===== config.mk =====
export PLATFORM = sky130hd
export DESIGN_NAME = football_sprite_fetch
export DESIGN_NICKNAME = d
export VERILOG_FILES = /design/src/rtl/football_pkg.sv /design/src/rtl/football_anim_counter.sv /design/src/rtl/football_sprite_fetch.sv
export SDC_FILE = /design/constraint.sdc
export NUM_CORES = 1
export LEC_CHECK = 0
export ABC_AREA = 1
export CAP_MARGIN = 20
export CORE_ASPECT_RATIO = 1.75
export CORE_MARGIN = 2
export CORE_UTILIZATION = 50
export DETAILED_ROUTE_END_ITERATION = 12
export DONT_BUFFER_PORTS = 1
export PLACE_DENSITY = 0.64
export SLEW_MARGIN = 20
export SYNTH_ARGS = -nofsm -noshare
export SYNTH_HDL_FRONTEND = slang
export SYNTH_HIERARCHICAL = 1
export SYNTH_SLANG_ARGS = --single-unit
export TNS_END_PERCENT = 10

===== constraint.sdc =====
create_clock -name Clk -period 3.7 [get_ports Clk]
set_input_delay 0.555 -clock Clk [delete_from_list [all_inputs] [get_ports Clk]]
set_output_delay 0.555 -clock Clk [all_outputs]
set_load 0.1 [all_outputs]

===== src/rtl/football_pkg.sv =====
// rtl/football_pkg.sv - shared types and default constants for the football sprite path
package football_pkg;

  typedef logic [9:0] coord_t;
  typedef logic [3:0] pal_idx_t;

  localparam int SPRITE_W_DEF   = 32;
  localparam int SPRITE_H_DEF   = 32;
  localparam int N_FRAMES_DEF   = 4;
  localparam int FRAME_HOLD_DEF = 8;

  // Shared with the palette stage and background mux.
  localparam pal_idx_t TRANSPARENT_IDX = 4'd0;

endpackage


===== src/rtl/football_anim_counter.sv =====
// rtl/football_anim_counter.sv - ball spin frame counter, advanced once per FRAME_HOLD moving vsyncs
module football_anim_counter
  import football_pkg::*;
#(
  parameter int N_FRAMES   = N_FRAMES_DEF,
  parameter int FRAME_HOLD = FRAME_HOLD_DEF,
  localparam int FR_W      = $clog2(N_FRAMES),
  localparam int HOLD_W    = (FRAME_HOLD > 1) ? $clog2(FRAME_HOLD) : 1
) (
  input  logic            Clk,
  input  logic            Reset,
  input  logic            vsync_start,
  input  logic            ball_moving,
  output logic [FR_W-1:0] frame
);

  logic [HOLD_W-1:0] hold_cnt;

  // Count moving vsyncs; roll the frame when the hold count expires (power-of-two wrap).
  always_ff @(posedge Clk) begin
    if (Reset) begin
      hold_cnt <= '0;
      frame    <= '0;
    end else if (vsync_start && ball_moving) begin
      if (hold_cnt == HOLD_W'(FRAME_HOLD - 1)) begin
        hold_cnt <= '0;
        frame    <= frame + 1'b1;
      end else begin
        hold_cnt <= hold_cnt + 1'b1;
      end
    end
  end

endmodule


===== src/rtl/football_sprite_fetch.sv =====
// rtl/football_sprite_fetch.sv - per-pixel sprite ROM fetch and hit flag; spin animation under FOOTBALL_SPIN_EN
module football_sprite_fetch
  import football_pkg::*;
#(
  parameter int       SPRITE_W        = SPRITE_W_DEF,
  parameter int       SPRITE_H        = SPRITE_H_DEF,
  parameter int       N_FRAMES        = N_FRAMES_DEF,
  parameter int       FRAME_HOLD      = FRAME_HOLD_DEF,
  parameter pal_idx_t TRANSPARENT_IDX = football_pkg::TRANSPARENT_IDX,
`ifdef FOOTBALL_SPIN_EN
  parameter int       ADDR_W          = $clog2(N_FRAMES * SPRITE_W * SPRITE_H)
`else
  parameter int       ADDR_W          = $clog2(SPRITE_W * SPRITE_H)
`endif
) (
  input  logic              Clk,
  input  logic              Reset,
  input  logic              vsync_start,
  input  coord_t            ball_x,
  input  coord_t            ball_y,
  input  logic              ball_moving,
  input  coord_t            draw_x,
  input  coord_t            draw_y,
  input  logic              draw_valid,
  output logic [ADDR_W-1:0] rom_addr,
  input  pal_idx_t          rom_data,
  output pal_idx_t          pix_index,
  output logic              pix_hit,
  output logic              pix_valid
);

  localparam int DX_W = $clog2(SPRITE_W);
  localparam int DY_W = $clog2(SPRITE_H);

  coord_t            bx, by;
  logic [10:0]       x_end, y_end;
  coord_t            dx_full, dy_full;
  logic              hit0;
  logic [ADDR_W-1:0] addr0;
  logic              hit1, valid1, hit2, valid2;

`ifdef FOOTBALL_SPIN_EN
  localparam int FR_W = $clog2(N_FRAMES);
  logic [FR_W-1:0] frame;

  football_anim_counter #(
    .N_FRAMES   (N_FRAMES),
    .FRAME_HOLD (FRAME_HOLD)
  ) u_anim (
    .Clk         (Clk),
    .Reset       (Reset),
    .vsync_start (vsync_start),
    .ball_moving (ball_moving),
    .frame       (frame)
  );

  assign addr0 = {frame, dy_full[DY_W-1:0], dx_full[DX_W-1:0]};

  logic unused_bits;
  assign unused_bits = ^{dx_full[9:DX_W], dy_full[9:DY_W]};
`else
  // Single-frame ROM: ball_moving is accepted but has no effect.
  assign addr0 = {dy_full[DY_W-1:0], dx_full[DX_W-1:0]};

  logic unused_bits;
  assign unused_bits = ^{ball_moving, dx_full[9:DX_W], dy_full[9:DY_W]};
`endif

  // Latch the ball position only at vblank so a visible frame never tears.
  always_ff @(posedge Clk) begin
    if (Reset) begin
      bx <= 10'h3FF;
      by <= 10'h3FF;
    end else if (vsync_start) begin
      bx <= ball_x;
      by <= ball_y;
    end
  end

  // 11-bit bounds so a sprite past the right/bottom edge clips instead of wrapping.
  assign x_end   = {1'b0, bx} + 11'(SPRITE_W);
  assign y_end   = {1'b0, by} + 11'(SPRITE_H);
  assign dx_full = draw_x - bx;
  assign dy_full = draw_y - by;
  assign hit0    = draw_valid
                && (draw_x >= bx) && ({1'b0, draw_x} < x_end)
                && (draw_y >= by) && ({1'b0, draw_y} < y_end);

  // Stage 1/2 pipeline; rom_addr holds on misses since the extra read is harmless.
  always_ff @(posedge Clk) begin
    if (Reset) begin
      rom_addr <= '0;
      hit1     <= 1'b0;
      valid1   <= 1'b0;
      hit2     <= 1'b0;
      valid2   <= 1'b0;
    end else begin
      if (hit0) rom_addr <= addr0;
      hit1   <= hit0;
      valid1 <= draw_valid;
      hit2   <= hit1;
      valid2 <= valid1;
    end
  end

  // Output stage: combine BRAM data with the aligned hit flag.
  always_ff @(posedge Clk) begin
    if (Reset) begin
      pix_index <= TRANSPARENT_IDX;
      pix_hit   <= 1'b0;
      pix_valid <= 1'b0;
    end else begin
      pix_index <= hit2 ? rom_data : TRANSPARENT_IDX;
      pix_hit   <= hit2 && (rom_data != TRANSPARENT_IDX);
      pix_valid <= valid2;
    end
  end

endmodule


==> flow_metrics.tcl, run 1 <==
set metrics [dict create \
    drc 0 \
    cts_made_buffers 5 \
    max_freq_mhz 389 \
    clk_latency_ns 0.29 \
    grt_max_degree 40 \
    clockBufferDepth 2 \
    r2r_cells 13 \
    cts_sinks 40 \
    post_cts_buffers 0 \
    area.growth.synth_to_final_pct 5.11 \
    seq_area_frac_synth_pct 31.4 \
    pwr-share-seq_pct 45.5 \
    gp_congestion 0.779 \
    path_buf_inv 1 \
    clk_pin_slew_ns 0.08 \
    wirelength_microns 4900 \
    drt_iter0_markers 35 \
    cp_data_arrival_time_ns 2.81 \
    cts-root-buf "clkbuf_8" \
    die_h_microns 98.4 \
    fin_worst_skew_ns 0.00492 \
    clockPowerShare_pct 33.1 \
    grt_pass1_wl_microns 8330 \
    relSlewSlack_pct 35.2 \
    ys_seq_elements 40 \
    drive_above_1_share_pct 7.12 \
    grt_pass1_vias 2022 \
    met2_usage_pct 34.8 \
    max_cap_viol_count 0 \
    rows 34 \
    slew_viol_final 0 \
    r2r_setup_slack_ns 1.13 \
    antenna_left 0 \
    cts_max_level 2 \
    synth_cell_types 24 \
    timing.setup.tns_ns 0 \
    grt_antenna_before_repair 0 \
    netlist_instances 353 \
    path_cells "ha_1 -> nand3_1 -> xor2_1 -> ha_1 -> nand2_1 -> nand2_1 -> a21oi_1 -> nand2_1 -> nor2_2 -> nand3_2 -> nand2_1 -> inv_1 -> nor2_1" \
    fin_cells 405 \
    track_usage_pct 18.4 \
    dieArea_sq_um 5700 \
    io_pins 65 \
    global_route.usage.met3_pct 3.71 \
    cp-startpoint "bx[5]$_SDFFE_PP1P_" \
    min_period_over_period_pct 69.6 \
    power.switching_w 0.000324 \
    ctsResizeCount 0 \
    avgViaCountPerCell 5.07 \
    post-route-min-period_ns 2.57 \
    synth-compound-area-share_pct 10.9 \
    hold_viol_final 0 \
    dr_total_vias 2053 \
    syn-cell-area_sq_um 2550 \
    antennaDiodeCount 0 \
    power_density_nw_per_um2 399 \
    outcome "completed" \
    r2r_start "bx[5]$_SDFFE_PP1P_" \
    synth_mux_area_share_pct 0 \
    rsz0062_at_grt "false" \
    dp_cells 397 \
    synth_top_family_by_area "simple AND/OR/NAND/NOR gates" \
    synth_fa_ha_area_share_pct 17.3 \
    synth_nets 436 \
    synth_xor_area_share_pct 4.13 \
    cts_hold_buf 0 \
    critPathMaxFanout 11 \
    finish.utilization_pct 54.2 \
    hold_path_class "input port to flop" \
    timing.rr.end "rom_addr[9]$_SDFFE_PP0P_" \
    yosys.area_share.simple_pct 23.9 \
    met1_usage_pct 19.6 \
    crit_family "simple AND/OR/NAND/NOR gates" \
    tightest_slew_ns 0.970 \
    slowest_delay_ns 0.40 \
    n_fill_cell 510 \
    final_nets 433 \
    wl_per_cell_microns 12.1 \
    cts_tree "yes" \
    start_util_pct 51.6 \
    power_leakage_nw 1.42 \
    first_pass_iters 4 \
    synth_area_per_cell_sq_um 7.21 \
    yosys_warnings 6 \
    cp.depth 13 \
    intPower_w 0.000744 \
    setup_viol_count_final 0 \
    crit_type "flop to flop" \
    core_area_sq_um 4930 \
    crit_end "rom_addr[9]$_SDFFE_PP0P_" \
    combPwrFrac_pct 21.4 \
    max-vdd-ir-drop_mv 0.322 \
    path_common_cell "nand2_1" \
    post-dp-hpwl_microns 3990 \
    io_buffer_count 0 \
    start_kind "flop" \
    slowest_stage "dfxtp_1" \
    endpoint_kind "flop" \
    grt-ovfl-total 0 \
    die_w_microns 57.9 \
    p_sw_share_pct 30.4 \
    busiest_layer "met2" \
    required_ns 3.93 \
]
registers in the layout (all words and copies together) (netlist names), 4 cells and up:
register	count
by	10
bx	10
pix_index	4
rom_addr	10
per-stage QoR:
| stage | instance area, sq um | hold WS, ns | total power [W] | worst slack (ns) |
|---|---|---|---|---|
| global route | 2680 | 0.307 | 0.00114 | 0.797 |
| finish | 2680 | 0.323 | 0.00107 | 1.13 |
| global placement | 2570 | 0.390 | 0.000721 | 1.10 |
| floorplan | 2550 | 0.388 | 0.000692 | 1.66 |
| detailed placement | 2570 | 0.394 | 0.000726 | 1.06 |
| CTS | 2680 | 0.315 | 0.00108 | 1.08 |
cells in the mapped netlist:
cell type | number | area (sq um)
inv_1 | 69 | 259
nand2_1 | 57 | 214
dfxtp_1 | 40 | 801
ha_1 | 32 | 400
a21oi_1 | 30 | 150
nor2_1 | 30 | 113
o21ai_0 | 19 | 95.1
nand3_1 | 14 | 70.1
nand4_1 | 14 | 87.6
nand2_2 | 11 | 68.8
clkbuf_1 | 7 | 26.3
xor2_1 | 7 | 61.3
xnor2_1 | 5 | 43.8
buf_2 | 3 | 15.0
nor2_2 | 3 | 18.8
a21o_1 | 2 | 15.0
fa_1 | 2 | 40.0
nand3_2 | 2 | 20.0
a41oi_1 | 1 | 8.76
buf_6 | 1 | 11.3
clkinv_1 | 1 | 3.75
nor2_4 | 1 | 11.3
nor3_1 | 1 | 5.00
o21bai_1 | 1 | 7.51
layer usage:
metal | up-vias | share of wire [%]
li1 | 1103 | -
met1 | 893 | 40
met2 | 49 | 54
met3 | 8 | 4.7
met4 | 0 | 1.7
met5 | - | 0
cell type report:
cell class                      count  area [sq um]  area share [%]
Inverter                           70           263            9.82
Timing Repair Buffer                1          7.51           0.281
Tap cell                           54          67.6            2.52
Multi-Input combinational cell    232          1430            53.4
Clock inverter                      2          35.0            1.31
Sequential cell                    40           801            29.9
Clock buffer                        6          72.6            2.71
worst reg2reg max path, stage by stage, from the launching register on:
cell and delay, ns:
dfxtp_1 0.40, ha_1 0.21, nand3_1 0.11, xor2_1 0.16, ha_1 0.29, nand2_1 0.07, nand2_1 0.04, a21oi_1 0.13
nand2_1 0.09, nor2_2 0.35, nand3_2 0.38, nand2_1 0.16, inv_1 0.05, nor2_1 0.08
how the worst min path moves through the flow:
stage                                       to  cells past startpoint  slack [ns]               from
final                        valid1$_SDFF_PP0_                      1        0.32              Reset
after floorplan                hit2$_SDFF_PP0_                      2        0.39    hit1$_SDFF_PP0_
after detailed placement  pix_valid$_SDFF_PP0_                      2        0.39  valid2$_SDFF_PP0_
after CTS                    valid2$_SDFF_PP0_                      1        0.32              Reset
after global placement       valid2$_SDFF_PP0_                      2        0.39  valid1$_SDFF_PP0_
after global routing           hit2$_SDFF_PP0_                      1        0.31              Reset
power groups by stage:
| stage | logic [W] | registers (W) | clock network, W |
|---|---|---|---|
| floorplan | 0.000200 | 0.000493 | 0 |
| global route | 0.000271 | 0.000488 | 0.000386 |
| CTS | 0.000232 | 0.000486 | 0.000363 |
| global placement | 0.000225 | 0.000495 | 0 |
| detailed placement | 0.000230 | 0.000496 | 0 |
| finish | 0.000228 | 0.000486 | 0.000354 |
logic make-up after synthesis:
kind of cell             count (synthesis)
AO/OA/AOI/OAI                           53
XOR/XNOR                                12
adder cells (fa/ha/maj)                 34
buffers and inverters                   81
flip-flops                              40
AND/OR/NAND/NOR                        133
cells in the final DEF, fill, tap and decap left out, types with 3 or more instances in the layout:
cell type / netlist / routed
nand4_1: 14 / 14
a21oi_1: 30 / 30
nor2_1: 30 / 30
xor2_1: 7 / 7
clkbuf_8: 0 / 5
o21ai_0: 19 / 19
xnor2_1: 5 / 5
ha_1: 32 / 32
nor2_2: 3 / 3
nand2_2: 11 / 11
nand2_1: 57 / 57
nand3_1: 14 / 14
inv_1: 69 / 69
dfxtp_1: 40 / 40
Note: power is estimated with default switching activity, not from simulation.
==> run 2, diff against run 1 <==
Settings changed: PLACE_DENSITY 0.64 to 0.67.
Clock period 3.7 ns to 2.14 ns, I/O delays scaled along.
==> flow_metrics.tcl, run 2 (synthesized netlist as in run 1, its figures left out) <==
set metrics [dict create \
    max-vdd-ir-drop_mv 0.571 \
    avgViaCountPerCell 5.07 \
    hold_path_class "input port to flop" \
    rsz0062_at_grt "true" \
    final_nets 455 \
    area.growth.synth_to_final_pct 16.2 \
    wirelength_microns 5240 \
    cts-root-buf "clkbuf_8" \
    met2_usage_pct 35.3 \
    grt_pass1_wl_microns 8660 \
    path_cells "ha_4 -> nand3_2 -> xor2_1 -> ha_1 -> nand2_1 -> nand2_1 -> a21oi_2 -> nand2_2 -> nor2_4 -> nand3_4 -> clkbuf_16 -> nand2_2 -> inv_1 -> nor2_1" \
    clockBufferDepth 2 \
    crit_type "flop to flop" \
    gp_congestion 0.820 \
    clockPowerShare_pct 32.4 \
    fin_ws_ns 0.117 \
    first_pass_iters 5 \
    relSlewSlack_pct 76.3 \
    final_common_cell "inv_1" \
    io_pins 65 \
    dieArea_sq_um 5700 \
    drive_above_1_share_pct 18.2 \
    outcome "completed" \
    n_fill_cell 487 \
    cts_sinks 40 \
    max_freq_mhz 494 \
    post-dp-hpwl_microns 4110 \
    post-route-min-period_ns 2.02 \
    cts_made_buffers 5 \
    drt_iter0_markers 37 \
    dr_total_vias 2163 \
    finish.utilization_pct 60.0 \
    top_regs "bx x10, by x10, rom_addr x10" \
    met1_usage_pct 20.2 \
    pwr-share-seq_pct 41.7 \
    tightest_slew_ns 0.356 \
    slowest_stage "dfxtp_4" \
    grt_antenna_before_repair 0 \
    fin_worst_skew_ns 0.00591 \
    cts_tree "yes" \
    grt_pass1_vias 2028 \
    intPower_w 0.00132 \
    post_cts_buffers 0 \
    start_util_pct 51.6 \
    drc 0 \
    antenna_left 0 \
    busiest_layer "met2" \
    core_area_sq_um 4930 \
    slowest_delay_ns 0.38 \
    fin_area_sq_um 2960 \
    power_density_nw_per_um2 648 \
    global_route.usage.met3_pct 4.90 \
    power_leakage_nw 1.57 \
    track_usage_pct 19.5 \
    critPathMaxFanout 5 \
    place_ws_ns -0.00483 \
    io_buffer_count 0 \
    grt_max_degree 40 \
    crit_family "simple AND/OR/NAND/NOR gates" \
    min_period_over_period_pct 94.5 \
    detailed_place.area_sq_um 2740 \
    slew_viol_final 0 \
    die_w_microns 57.9 \
    final_cell_mix "inv_1, nand2_1, dfxtp_1" \
    path_buf_inv 2 \
    p_sw_share_pct 31.1 \
    rows 34 \
    clk_latency_ns 0.30 \
    cts_hold_buf 0 \
    antennaDiodeCount 0 \
    power.switching_w 0.000597 \
    cp_data_arrival_time_ns 2.27 \
    grt-ovfl-total 0 \
    required_ns 2.38 \
    die_h_microns 98.4 \
    max_cap_viol_count 0 \
    hold_viol_final 0 \
    clk_pin_slew_ns 0.08 \
    endpoint_kind "flop" \
    wl_per_cell_microns 12.3 \
    setup_viol_count_final 0 \
    combPwrFrac_pct 25.9 \
    cts_max_level 2 \
    start_kind "flop" \
]
-- run 2: worst register-to-register path, stage by stage, from the launching register on --
cell and delay, ns:
dfxtp_4 0.38, ha_4 0.14, nand3_2 0.08, xor2_1 0.15, ha_1 0.31, nand2_1 0.07
nand2_1 0.06, a21oi_2 0.13, nand2_2 0.07, nor2_4 0.15, nand3_4 0.10, clkbuf_16 0.17
nand2_2 0.04, inv_1 0.03, nor2_1 0.07
-- run 2: layer usage --
layer | vias up | part of all wire [%]
li1 | 1153 | -
met1 | 945 | 38
met2 | 54 | 54
met3 | 11 | 5.3
met4 | 0 | 2.7
met5 | - | 0
-- run 2: path summary, 6_finish.rpt --
| kind | to | cells after the start | from | slack [ns] |
|---|---|---|---|---|
| setup / recovery | rom_addr[2]$_SDFFE_PP0P_ | 14 | bx[5]$_SDFFE_PP1P_ | 0.12 |
| hold / removal | valid1$_SDFF_PP0_ | 1 | Reset | 0.08 |
| setup reg to reg | rom_addr[2]$_SDFFE_PP0P_ | 14 | bx[5]$_SDFFE_PP1P_ | 0.12 |
| hold reg to reg | hit2$_SDFF_PP0_ | 2 | hit1$_SDFF_PP0_ | 0.41 |
-- run 2: cell type report --
cell class	instances	area [sq um]	share of cell area (%)
Sequential cell	40	815	27.5
Clock inverter	3	42.5	1.44
Inverter	70	263	8.88
Tap cell	54	67.6	2.28
Timing Repair Buffer	23	206	6.98
Multi-Input combinational cell	232	1500	50.6
Clock buffer	5	68.8	2.33
-- run 2: timing repair --
| action | in CTS | in global routing |
|---|---|---|
| pin swaps | 0 | 21 |
| gates cloned | 0 | 1 |
| resized for setup | 1 | 26 |
| setup endpoints to repair | 10 | 11 |
-- run 2: power by group through the flow --
| stage | clock, W | sequential [W] | combinational [W] |
|---|---|---|---|
| 2_1_floorplan | 0 | 0.000852 | 0.000345 |
| 3_5_place_dp | 0 | 0.000815 | 0.000474 |
| 4_1_cts | 0.000638 | 0.000798 | 0.000476 |
| 3_3_place_gp | 0 | 0.000814 | 0.000461 |
| 6_report | 0.000622 | 0.000799 | 0.000497 |
| 5_1_grt | 0.000662 | 0.000804 | 0.000574 |
-- run 2: metrics by stage --
step | TNS (ns) | cells | total power (W) | hold WS [ns]
detailed placement | -0.00483 | 418 | 0.00129 | 0.397
global route | -0.254 | 427 | 0.00204 | 0.0686
global placement | 0 | 418 | 0.00127 | 0.389
finish | 0 | 427 | 0.00192 | 0.0831
CTS | 0 | 426 | 0.00191 | 0.0766
floorplan | 0 | 353 | 0.00120 | 0.388
